`src/rtl/pkt_rd_pkg.sv`:
```
// ============================================================================
// Module   : pkt_rd_pkg
// Brief    : Shared widths, FSM state encoding and buffer entry type for the
//            packet read engine.
// Revision : 1.0
// ============================================================================
`default_nettype none

package pkt_rd_pkg;

    localparam int ADDR_W     = 12;
    localparam int DATA_W     = 64;
    localparam int LEN_W      = 8;
    localparam int SRAM_DEPTH = 4096;
    localparam int TOT_W      = LEN_W + 1;

    typedef enum logic [1:0] {
        IDLE  = 2'd0,
        READ  = 2'd1,
        DRAIN = 2'd2
    } state_t;

    typedef struct packed {
        logic [DATA_W-1:0] data;
        logic              sop;
        logic              eop;
    } buf_entry_t;

    // A zero length field stands for the maximum packet of 2**LEN_W words.
    function automatic logic [TOT_W-1:0] decode_len(input logic [LEN_W-1:0] len);
        return (len == '0) ? TOT_W'(1 << LEN_W) : {1'b0, len};
    endfunction

endpackage

`default_nettype wire

```
`src/rtl/rd_skid_fifo.sv`:
```
// ============================================================================
// Module   : rd_skid_fifo
// Brief    : Two-entry synchronous FIFO absorbing the SRAM read latency.
// Revision : 1.0
// ============================================================================
`default_nettype none

module rd_skid_fifo #(
    parameter int WIDTH = 66
) (
    input  logic             clk,
    input  logic             rst,
    input  logic             i_push,
    input  logic [WIDTH-1:0] i_din,
    input  logic             i_pop,
    output logic [WIDTH-1:0] o_dout,
    output logic [1:0]       o_occ,
    output logic             o_empty
);

    logic [WIDTH-1:0] r_mem [2];
    logic             r_wptr;
    logic             r_rptr;
    logic [1:0]       r_occ;
    logic             w_push_ok;
    logic             w_pop_ok;

    // A push into a full FIFO is only legal when the head leaves the same cycle.
    assign w_pop_ok  = i_pop && (r_occ != 2'd0);
    assign w_push_ok = i_push && ((r_occ != 2'd2) || w_pop_ok);

    always_ff @(posedge clk) begin
        if (rst) begin
            r_mem[0] <= '0;
            r_mem[1] <= '0;
            r_wptr   <= 1'b0;
            r_rptr   <= 1'b0;
            r_occ    <= 2'd0;
        end else begin
            if (w_push_ok) begin
                r_mem[r_wptr] <= i_din;
                r_wptr        <= ~r_wptr;
            end
            if (w_pop_ok) begin
                r_rptr <= ~r_rptr;
            end
            case ({w_push_ok, w_pop_ok})
                2'b10:   r_occ <= r_occ + 2'd1;
                2'b01:   r_occ <= r_occ - 2'd1;
                default: r_occ <= r_occ;
            endcase
        end
    end

    assign o_dout  = r_mem[r_rptr];
    assign o_occ   = r_occ;
    assign o_empty = (r_occ == 2'd0);

endmodule

`default_nettype wire

```
`src/rtl/pkt_read_engine.sv`:
```
// ============================================================================
// Module   : pkt_read_engine
// Brief    : Streams one packet per descriptor out of the packet SRAM over a
//            valid/ready port, then pulses a release for the chain manager.
// Revision : 1.0
// ============================================================================
`default_nettype none

module pkt_read_engine
    import pkt_rd_pkg::*;
#(
    parameter int ADDR_W = pkt_rd_pkg::ADDR_W,
    parameter int DATA_W = pkt_rd_pkg::DATA_W,
    parameter int LEN_W  = pkt_rd_pkg::LEN_W
) (
    input  logic              clk,
    input  logic              rst,
    input  logic              cmd_valid,
    output logic              cmd_ready,
    input  logic [ADDR_W-1:0] cmd_addr,
    input  logic [LEN_W-1:0]  cmd_len,
    input  logic [3:0]        cmd_port,
    output logic              sram_re,
    output logic [ADDR_W-1:0] sram_raddr,
    input  logic [DATA_W-1:0] sram_rdata,
    output logic              out_valid,
    input  logic              out_ready,
    output logic [DATA_W-1:0] out_data,
    output logic              out_sop,
    output logic              out_eop,
    output logic [3:0]        out_port,
    output logic              free_valid,
    output logic [ADDR_W-1:0] free_addr,
    output logic [8:0]        free_len
);

    state_t            r_state;
    state_t            w_next;
    logic [ADDR_W-1:0] r_rd_addr;
    logic [ADDR_W-1:0] r_base_addr;
    logic [8:0]        r_remaining;
    logic [8:0]        r_tot_len;
    logic [3:0]        r_port;
    logic              r_inflight;
    logic              r_infl_sop;
    logic              r_infl_eop;
    logic              r_free_valid;
    logic [ADDR_W-1:0] r_free_addr;
    logic [8:0]        r_free_len;

    logic              w_accept;
    logic              w_issue;
    logic              w_pop;
    logic              w_empty;
    logic              w_release;
    logic [1:0]        w_occ;
    logic [2:0]        w_used;
    logic [2:0]        w_limit;
    buf_entry_t        w_head;
    buf_entry_t        w_push_entry;

    assign w_pop     = !w_empty && out_ready;
    assign w_used    = {1'b0, w_occ} + {2'b00, r_inflight};
    assign w_limit   = 3'd2 + {2'b00, w_pop};
    assign w_release = (r_state == DRAIN) && w_pop && w_head.eop;

    always_comb begin
        w_next    = r_state;
        cmd_ready = 1'b0;
        w_accept  = 1'b0;
        w_issue   = 1'b0;
        case (r_state)
            IDLE: begin
                cmd_ready = !rst;
                w_accept  = cmd_valid && !rst;
                if (w_accept) begin
                    w_next = READ;
                end
            end
            READ: begin
                // Credit: buffered words plus the read in flight must leave room.
                w_issue = (r_remaining != 9'd0) && (w_used < w_limit);
                if (w_issue && (r_remaining == 9'd1)) begin
                    w_next = DRAIN;
                end
            end
            DRAIN: begin
                if (w_release) begin
                    w_next = IDLE;
                end
            end
            default: w_next = IDLE;
        endcase
    end

    always_ff @(posedge clk) begin
        if (rst) begin
            r_state <= IDLE;
        end else begin
            r_state <= w_next;
        end
    end

    always_ff @(posedge clk) begin
        if (rst) begin
            r_rd_addr    <= '0;
            r_base_addr  <= '0;
            r_remaining  <= '0;
            r_tot_len    <= '0;
            r_port       <= '0;
            r_inflight   <= 1'b0;
            r_infl_sop   <= 1'b0;
            r_infl_eop   <= 1'b0;
            r_free_valid <= 1'b0;
            r_free_addr  <= '0;
            r_free_len   <= '0;
        end else begin
            if (w_accept) begin
                r_rd_addr   <= cmd_addr;
                r_base_addr <= cmd_addr;
                r_port      <= cmd_port;
                r_remaining <= decode_len(cmd_len);
                r_tot_len   <= decode_len(cmd_len);
            end else if (w_issue) begin
                r_rd_addr   <= r_rd_addr + 1'b1;
                r_remaining <= r_remaining - 9'd1;
            end
            r_inflight   <= w_issue;
            r_infl_sop   <= (r_remaining == r_tot_len);
            r_infl_eop   <= (r_remaining == 9'd1);
            r_free_valid <= w_release;
            if (w_release) begin
                r_free_addr <= r_base_addr;
                r_free_len  <= r_tot_len;
            end
        end
    end

    assign w_push_entry = '{data: sram_rdata, sop: r_infl_sop, eop: r_infl_eop};

    rd_skid_fifo #(
        .WIDTH ($bits(buf_entry_t))
    ) u_fifo (
        .clk     (clk),
        .rst     (rst),
        .i_push  (r_inflight),
        .i_din   (w_push_entry),
        .i_pop   (w_pop),
        .o_dout  (w_head),
        .o_occ   (w_occ),
        .o_empty (w_empty)
    );

    assign sram_re    = w_issue;
    assign sram_raddr = r_rd_addr;
    assign out_valid  = !w_empty;
    assign out_data   = w_empty ? '0 : w_head.data;
    assign out_sop    = !w_empty && w_head.sop;
    assign out_eop    = !w_empty && w_head.eop;
    assign out_port   = r_port;
    assign free_valid = r_free_valid;
    assign free_addr  = r_free_addr;
    assign free_len   = r_free_len;

endmodule

`default_nettype wire

```
`config.mk`:
```
export PLATFORM = sky130hd
export DESIGN_NAME = pkt_read_engine
export DESIGN_NICKNAME = d
export VERILOG_FILES = /design/src/rtl/pkt_rd_pkg.sv /design/src/rtl/rd_skid_fifo.sv /design/src/rtl/pkt_read_engine.sv
export SDC_FILE = /design/constraint.sdc
export NUM_CORES = 1
export LEC_CHECK = 0
export BUFFER_PORTS_ARGS = -buffer_cell sky130_fd_sc_hd__buf_2
export CORE_AREA = 2 2 141 143
export CTS_CLUSTER_DIAMETER = 100
export DETAILED_ROUTE_END_ITERATION = 10
export DIE_AREA = 0 0 143 145
export GPL_TIMING_DRIVEN = 0
export PLACE_DENSITY = 0.72
export SYNTH_ARGS = -nofsm -noshare
export SYNTH_HDL_FRONTEND = slang
export SYNTH_SLANG_ARGS = --single-unit
```
`constraint.sdc`:
```
create_clock -name clk -period 5.65 [get_ports clk]
set_input_delay 0.565 -clock clk [delete_from_list [all_inputs] [get_ports clk]]
set_output_delay 0.565 -clock clk [all_outputs]
set_load 0.02 [all_outputs]
```
==> impl_metrics.prom, run 1 <==
# TYPE chip_impl_metric gauge
chip_impl_metric{name="area.sequential",unit="um2"} 5530
chip_impl_metric{name="static-leakage-power",unit="uW"} 0.00459
chip_impl_metric{name="post_cts_resize_count",unit=""} 0
chip_impl_info{name="yosys_most_used_dff",value="sky130_fd_sc_hd__edfxtp_1"} 1
chip_impl_info{name="critPathKind",value="reg -> out"} 1
chip_impl_metric{name="total_of_buffers_placed_on_input_and_output_ports",unit=""} 198
chip_impl_metric{name="avgSynthCellArea",unit="um2"} 11.3
chip_impl_info{name="layout_commonest_cell",value="sky130_fd_sc_hd__buf_2"} 1
chip_impl_metric{name="vias_per_cell",unit=""} 5.10
chip_impl_metric{name="clock.fmax",unit="MHz"} 320
chip_impl_metric{name="syn-cell-area",unit="um2"} 9240
chip_impl_metric{name="drtAntennaViolNets",unit=""} 0
chip_impl_metric{name="netlist-cell-type-count",unit=""} 47
chip_impl_metric{name="detailedRoute.firstPassIterationCount",unit=""} 4
chip_impl_info{name="critPathMostFrequentCell",value="sky130_fd_sc_hd__ha_1"} 1
chip_impl_metric{name="clkLatencyLatePin",unit="ps"} 500
chip_impl_metric{name="slew_worst_pin",unit="ps"} 808
chip_impl_info{name="r2r_start",value="u_fifo.o_occ[0]"} 1
chip_impl_info{name="top_delay_family_on_crit_path",value="simple AND/OR/NAND/NOR gates"} 1
chip_impl_metric{name="worstPathBufferInverterCount",unit=""} 3
chip_impl_info{name="critPathLaunchType",value="register"} 1
chip_impl_metric{name="detail_route.drc_violations",unit=""} 0
chip_impl_metric{name="syn_inst",unit=""} 819
chip_impl_metric{name="floorplan.die.height",unit="um"} 145
chip_impl_metric{name="hold_viol",unit=""} 0
chip_impl_metric{name="timing.critical_path.fanout_max",unit=""} 10
chip_impl_metric{name="cts-root-to-sink-buffers",unit=""} 3
chip_impl_metric{name="clock_skew",unit="ps"} 9.50
chip_impl_metric{name="globalplace.congestion",unit=""} 0.906
chip_impl_metric{name="yosysTopAreaCellShare",unit="%"} 42.9
chip_impl_metric{name="finalMaxSlewViolations",unit=""} 0
chip_impl_info{name="worstSetupStartpoint",value="u_fifo.o_occ[0]"} 1
chip_impl_metric{name="wl_per_cell",unit="um"} 16.3
chip_impl_metric{name="maximum_number_of_pins_on_one_net_before_global_route_repair",unit=""} 61
chip_impl_metric{name="post-route-min-period",unit="ps"} 3120
chip_impl_info{name="layout_common_cells",value="sky130_fd_sc_hd__buf_2 (204), sky130_fd_sc_hd__and2_1 (135), sky130_fd_sc_hd__edfxtp_1 (132)"} 1
chip_impl_metric{name="cts_htree_levels",unit=""} 1
chip_impl_metric{name="setup-tns-final",unit="ps"} 0
chip_impl_metric{name="synth-seq-area-share",unit="%"} 59.8
chip_impl_metric{name="initial_drc_count",unit=""} 375
chip_impl_metric{name="synth_edf_count",unit=""} 132
chip_impl_metric{name="critical_path.max_stage_delay",unit="ps"} 450
chip_impl_metric{name="boundaryPins",unit=""} 199
chip_impl_metric{name="postSynthRegisterBits",unit=""} 210
chip_impl_metric{name="cts.sink_count",unit=""} 210
chip_impl_info{name="crit_slowest_cell",value="sky130_fd_sc_hd__nor3b_4"} 1
chip_impl_metric{name="detail_route.wirelength",unit="um"} 21600
chip_impl_metric{name="post_cts.repair.setup_buffers",unit=""} 0
chip_impl_metric{name="post_layout_nonfiller_instances",unit=""} 1327
chip_impl_metric{name="first_global_vias",unit=""} 6653
chip_impl_info{name="hp-class",value="in -> reg"} 1
chip_impl_metric{name="grt_use_total",unit="%"} 20.6
chip_impl_metric{name="worst_ep_arrival_time",unit="ps"} 2560
chip_impl_metric{name="critPathRequiredTime",unit="ps"} 5090
chip_impl_info{name="crit_path_end_kind",value="primary output"} 1
chip_impl_metric{name="worst_ir_drop_vdd",unit="mV"} 0.224
chip_impl_metric{name="grt_pass1_wl",unit="um"} 34300
chip_impl_metric{name="fillerInstances",unit=""} 1585
chip_impl_metric{name="rows",unit=""} 51
chip_impl_metric{name="final-setup-viol-count",unit=""} 0
chip_impl_metric{name="initial_util",unit="%"} 48.1
chip_impl_metric{name="globalRoute.totalOverflow",unit=""} 0
chip_impl_metric{name="floorplan.die.width",unit="um"} 143
chip_impl_info{name="cts_root_buffer",value="sky130_fd_sc_hd__clkbuf_16"} 1
chip_impl_metric{name="synth.net_count",unit=""} 918
chip_impl_metric{name="max_cap_violations",unit=""} 0
chip_impl_info{name="synth_largest_area_cell",value="sky130_fd_sc_hd__edfxtp_1"} 1
chip_impl_metric{name="dp_hpwl",unit="um"} 15400
chip_impl_info{name="timing.critical_path.cells",value="ha_1 -> ha_1 -> nor3b_4 -> nand3_1 -> buf_4 -> inv_2 -> buf_2"} 1
chip_impl_info{name="outcome",value="finished clean"} 1
chip_impl_metric{name="period_share",unit="%"} 55.3
chip_impl_metric{name="layout.nets",unit=""} 1144
chip_impl_metric{name="dp_cells",unit=""} 1285
chip_impl_metric{name="via_count",unit=""} 6774
chip_impl_metric{name="yosysWarnings",unit=""} 0
chip_impl_metric{name="cts_inserted_buffers",unit=""} 23
chip_impl_info{name="worst_hold_startpoint",value="cmd_port[0]"} 1
chip_impl_metric{name="antenna_found_initial",unit=""} 1
chip_impl_metric{name="core-area",unit="um2"} 19200
chip_impl_metric{name="cts.clk_slew.worst_paths",unit="ps"} 60
chip_impl_metric{name="multi_input_area",unit="um2"} 3470
chip_impl_metric{name="power_density",unit="nW/um2"} 390
chip_impl_metric{name="floorplan.die_area",unit="um2"} 20700
chip_impl_metric{name="area.growth.synth_to_final",unit="%"} 23.6
chip_impl_metric{name="postSynth.asyncResetShare",unit="%"} 0
chip_impl_info{name="rsz0062_at_grt",value="false"} 1
chip_impl_metric{name="final_layout_size_suffix_gt1_share",unit="%"} 24.2
chip_impl_metric{name="cts-hold-fix-buffers",unit=""} 0
chip_impl_metric{name="max_slew_margin",unit="%"} 45.7
chip_impl_info{name="cts_tree",value="built"} 1
chip_impl_info{name="synth.top_cells.by_area",value="sky130_fd_sc_hd__edfxtp_1 (43%), sky130_fd_sc_hd__dfxtp_1 (17%), sky130_fd_sc_hd__mux2i_1 (9.4%)"} 1
==> registers in the layout (all words and copies together) (netlist names), named ones only <==
signal         cells
free_len           9
u_fifo.r_mem     132
free_valid         1
r_inflight         1
r_base_addr       12
r_state            2
sram_raddr        12
r_remaining        9
r_tot_len          9
r_infl_eop         1
u_fifo.r_rptr      1
r_infl_sop         1
u_fifo.r_wptr      1
u_fifo.o_occ       2
out_port           4
free_addr         12
==> cells by family after synthesis <==
kind of cell | Yosys count | share of synthesized area [%]
fa+ha+maj | 7 | 0.948
compound gates | 61 | 4.03
simple gates | 369 | 21.0
xor+xnor | 19 | 1.80
flops | 210 | 59.8
buf+inv | 64 | 2.80
mux | 89 | 9.67
==> final timing paths <==
kind,to,slack [ps],depth (start not counted)
max,sram_re,2530,7
min,out_port[0],250,3
max reg2reg,u_fifo.r_mem[1][27],3040,5
min reg2reg,r_base_addr[5],450,2
==> worst reg2reg max path, delay by kind of cell (launching register included) <==
kind | cells | cell delay (ps)
and+or+nand+nor | 2 | 850
buffers and inverters | 2 | 740
DFF | 1 | 440
AOI/OAI and AO/OA | 1 | 230
==> area by class of cell <==
class	count	area share [%]
diodes	1	0.0219
clock inverters	6	0.471
multi-input cells	545	30.4
well taps	265	2.90
repair buffers	201	9.33
plain buffers	54	1.94
clock buffers	35	6.25
inverters	10	0.329
flip-flops and latches	210	48.4
==> where the power goes <==
part | internal [uW] | switching, uW | total [uW]
Sequential | 1780 | 74.2 | 1850
Clock | 915 | 582 | 1500
Combinational | 400 | 709 | 1110
Total | 3100 | 1360 | 4460
==> stage by stage <==
step / util, % / setup WS (ps) / instance area [um2] / hold WS (ps) / power [uW]
5_1_grt: 59.5 / 2340 / 11400 / 260 / 4670
6_report: 59.5 / 2530 / 11400 / 252 / 4460
2_1_floorplan: - / 1360 / 9240 / 436 / 2640
3_3_place_gp: 55.0 / -614 / 10600 / 445 / 2980
4_1_cts: 59.5 / 2540 / 11400 / 237 / 4490
3_5_place_dp: 55.5 / 2730 / 10700 / 451 / 3000
==> cells in the mapped netlist (2+ instances only) <==
library cell,instances
sky130_fd_sc_hd__or2_2,3
sky130_fd_sc_hd__a311oi_1,3
sky130_fd_sc_hd__nor4_1,8
sky130_fd_sc_hd__xnor2_1,10
sky130_fd_sc_hd__nand4_1,12
sky130_fd_sc_hd__a21oi_1,30
sky130_fd_sc_hd__dfxtp_1,78
sky130_fd_sc_hd__clkbuf_1,34
sky130_fd_sc_hd__and4_1,2
sky130_fd_sc_hd__nor2_1,110
sky130_fd_sc_hd__xor2_1,9
sky130_fd_sc_hd__buf_4,3
sky130_fd_sc_hd__o31ai_1,3
sky130_fd_sc_hd__nor3_1,5
sky130_fd_sc_hd__mux2i_1,87
sky130_fd_sc_hd__buf_2,6
sky130_fd_sc_hd__buf_1,11
sky130_fd_sc_hd__a31oi_1,4
sky130_fd_sc_hd__ha_1,7
sky130_fd_sc_hd__a211oi_1,8
sky130_fd_sc_hd__or3_1,6
sky130_fd_sc_hd__and2_1,135
sky130_fd_sc_hd__nand3_1,8
sky130_fd_sc_hd__o21ai_0,3
sky130_fd_sc_hd__or4_1,6
sky130_fd_sc_hd__edfxtp_1,132
sky130_fd_sc_hd__and3_1,3
sky130_fd_sc_hd__mux2_2,2
sky130_fd_sc_hd__nand2_1,58
sky130_fd_sc_hd__nand3b_1,6
sky130_fd_sc_hd__inv_1,9
sky130_fd_sc_hd__o21ai_1,2
sky130_fd_sc_hd__o21a_1,2
==> metal layers <==
metal	vias up	GRT usage, %	wire, um
met4	0	6.09	557
li1	3292	-	-
met5	-	0	0
met2	236	34.2	10400
met1	3200	27.5	9070
met3	46	3.73	1650
Power figures use the tool's default switching activity.
==> run 2: changes to the inputs <==
--- a/config.mk
+++ b/config.mk
@@ -11,7 +11,7 @@
 export DETAILED_ROUTE_END_ITERATION = 10
 export DIE_AREA = 0 0 143 145
 export GPL_TIMING_DRIVEN = 0
-export PLACE_DENSITY = 0.72
+export PLACE_DENSITY = 0.75
 export SYNTH_ARGS = -nofsm -noshare
 export SYNTH_HDL_FRONTEND = slang
 export SYNTH_SLANG_ARGS = --single-unit
==> constraint.sdc (replaced) <==
create_clock -name clk -period 2.85 [get_ports clk]
set_input_delay 0.285 -clock clk [delete_from_list [all_inputs] [get_ports clk]]
set_output_delay 0.285 -clock clk [all_outputs]
set_load 0.02 [all_outputs]
==> impl_metrics.prom, run 2 (synthesis gave the netlist of run 1 again) <==
# TYPE chip_impl_metric gauge
chip_impl_metric{name="fillerInstances",unit=""} 1635
chip_impl_metric{name="total_of_buffers_placed_on_input_and_output_ports",unit=""} 198
chip_impl_metric{name="cts.clk_slew.worst_paths",unit="ps"} 60
chip_impl_metric{name="final-setup-viol-count",unit=""} 0
chip_impl_metric{name="grt_use_total",unit="%"} 20.6
chip_impl_metric{name="worst_ir_drop_vdd",unit="mV"} 0.381
chip_impl_metric{name="boundaryPins",unit=""} 199
chip_impl_metric{name="floorplan.die_area",unit="um2"} 20700
chip_impl_metric{name="setup-tns-final",unit="ps"} 0
chip_impl_metric{name="largest_register_ff_count",unit=""} 132
chip_impl_metric{name="vias_per_cell",unit=""} 5.15
chip_impl_metric{name="placement.setup.worst_slack",unit="ps"} 79.1
chip_impl_metric{name="finalMaxSlewViolations",unit=""} 0
chip_impl_metric{name="floorplan.die.width",unit="um"} 143
chip_impl_metric{name="setup_slack",unit="ps"} 133
chip_impl_metric{name="layout.nets",unit=""} 1150
chip_impl_info{name="outcome",value="finished clean"} 1
chip_impl_metric{name="hold_path_depth",unit=""} 3
chip_impl_metric{name="setup.reg_to_reg.worst_slack",unit="ps"} 370
chip_impl_metric{name="initial_util",unit="%"} 48.1
chip_impl_metric{name="core-area",unit="um2"} 19200
chip_impl_metric{name="power_density",unit="nW/um2"} 751
chip_impl_metric{name="maximum_number_of_pins_on_one_net_before_global_route_repair",unit=""} 58
chip_impl_metric{name="grt_pass1_wl",unit="um"} 34200
chip_impl_metric{name="globalplace.congestion",unit=""} 0.906
chip_impl_metric{name="max_cap_violations",unit=""} 0
chip_impl_metric{name="detail_route.drc_violations",unit=""} 0
chip_impl_info{name="cts_tree",value="built"} 1
chip_impl_info{name="registers.top_by_ff_count",value="u_fifo.r_mem"} 1
chip_impl_metric{name="clock.fmax",unit="MHz"} 368
chip_impl_info{name="rsz0062_at_grt",value="false"} 1
chip_impl_metric{name="area.growth.synth_to_final",unit="%"} 23.1
chip_impl_info{name="r2r_start",value="u_fifo.o_occ[0]"} 1
chip_impl_metric{name="final_layout_size_suffix_gt1_share",unit="%"} 24.1
chip_impl_metric{name="timing.critical_path.fanout_max",unit=""} 10
chip_impl_metric{name="initial_drc_count",unit=""} 240
chip_impl_info{name="hp-class",value="in -> reg"} 1
chip_impl_metric{name="max_slew_margin",unit="%"} 49.0
chip_impl_metric{name="detail_route.wirelength",unit="um"} 22000
chip_impl_metric{name="cts_inserted_buffers",unit=""} 23
chip_impl_metric{name="rows",unit=""} 51
chip_impl_metric{name="worst_ep_arrival_time",unit="ps"} 2430
chip_impl_metric{name="dp_hpwl",unit="um"} 15600
chip_impl_info{name="crit_path_end_kind",value="primary output"} 1
chip_impl_metric{name="cts-root-to-sink-buffers",unit=""} 3
chip_impl_metric{name="detailedRoute.firstPassIterationCount",unit=""} 4
chip_impl_metric{name="via_count",unit=""} 6865
chip_impl_metric{name="drtAntennaViolNets",unit=""} 0
chip_impl_info{name="layout_commonest_cell",value="sky130_fd_sc_hd__buf_2"} 1
chip_impl_metric{name="floorplan.die.height",unit="um"} 145
chip_impl_metric{name="clkLatencyLatePin",unit="ps"} 500
chip_impl_metric{name="critPathRequiredTime",unit="ps"} 2570
chip_impl_metric{name="reg2regPathDepth",unit=""} 5
chip_impl_metric{name="clock_skew",unit="ps"} 9.45
chip_impl_metric{name="report.power.total",unit="uW"} 8540
chip_impl_metric{name="period_share",unit="%"} 95.3
chip_impl_metric{name="hold_viol",unit=""} 0
chip_impl_info{name="critPathKind",value="reg -> out"} 1
chip_impl_metric{name="final_util",unit="%"} 59.2
chip_impl_info{name="worst_hold_startpoint",value="cmd_addr[9]"} 1
chip_impl_metric{name="post-route-min-period",unit="ps"} 2720
chip_impl_metric{name="static-leakage-power",unit="uW"} 0.00456
chip_impl_metric{name="globalRoute.totalOverflow",unit=""} 0
chip_impl_metric{name="slew_worst_pin",unit="ps"} 765
chip_impl_metric{name="cts.sink_count",unit=""} 210
chip_impl_info{name="critPathLaunchType",value="register"} 1
chip_impl_info{name="critical_path.reg2reg.endpoint",value="u_fifo.r_mem[1][18]"} 1
chip_impl_info{name="hold-path-endpoint",value="r_base_addr[9]"} 1
chip_impl_metric{name="wl_per_cell",unit="um"} 16.5
chip_impl_metric{name="antenna_found_initial",unit=""} 1
chip_impl_metric{name="first_global_vias",unit=""} 6718
chip_impl_info{name="layout_common_cells",value="sky130_fd_sc_hd__buf_2 (204), sky130_fd_sc_hd__and2_1 (135), sky130_fd_sc_hd__edfxtp_1 (132)"} 1
chip_impl_metric{name="cts_htree_levels",unit=""} 1
chip_impl_info{name="cts_root_buffer",value="sky130_fd_sc_hd__clkbuf_16"} 1
## run 2: changes by cell type in the layout (fill, tap and decap cells not counted), sizes merged
cell and delta:
buf -1, bufinv -1, clkbuf -1, clkinv +2, clkinvlp +1, diode +1, dlygate4sd3 +4
## run 2: metal layers
layer | up-vias | GRT usage (%) | share of wire [%]
met5 | - | 0 | 0.068
met4 | 2 | 5.50 | 2.0
met3 | 37 | 4.26 | 8.2
met2 | 254 | 34.4 | 47
met1 | 3257 | 27.2 | 42
li1 | 3315 | - | -
## run 2: layout make-up
class	count	area [um2]	area share (%)
flip-flops and latches	210	5530	48.6
multi-input cells	545	3480	30.6
repair buffers	207	1110	9.79
clock buffers	31	616	5.41
well taps	265	332	2.91
plain buffers	54	225	1.98
clock inverters	8	38.8	0.341
inverters	10	37.5	0.330
diodes	2	5.00	0.0440
## run 2: how the worst max path moves through the flow
stage,endpoint,start,slack [ps],cells past startpoint
after floorplan,u_fifo.r_mem[0][0],u_fifo.o_occ[0],60,2
after global placement,u_fifo.r_mem[0][63],u_fifo.o_occ[0],-960,2
after detailed placement,u_fifo.r_mem[1][22],u_fifo.o_occ[0],80,5
after CTS,sram_re,u_fifo.o_occ[0],5,7
after global routing,out_data[53],register,1,6
final,out_data[62],u_fifo.o_occ[0],130,5
## run 2: stage by stage
step	cells	instance area, um2	hold WS, ps
finish	1332	11400	46.5
global placement	1282	10600	446
floorplan	819	9250	384
detailed placement	1285	10600	453
CTS	1328	11300	31.5
global route	1330	11400	49.8
## run 2: critical path: stages, from the launching register on
cell and delay, ps:
sky130_fd_sc_hd__dfxtp_1 380, sky130_fd_sc_hd__nor2_1 380, sky130_fd_sc_hd__clkbuf_1 450, sky130_fd_sc_hd__buf_1 440, sky130_fd_sc_hd__nor2_1 110, sky130_fd_sc_hd__buf_2 180
## run 2: repair_timing
action                                 CTS  global route
setup endpoints to repair                0            71
buffers inserted                         0             2
hold buffers                             4             0
endpoints found under the hold margin    4             0
gates resized for setup                  0             5
## run 2: report_power, final
group	switching (uW)	total (uW)	internal, uW	leakage, uW
clock	1140	2640	1500	0.000319
combinational	1420	2220	802	0.00223
sequential	152	3680	3530	0.00201
total	2710	8540	5830	0.00456
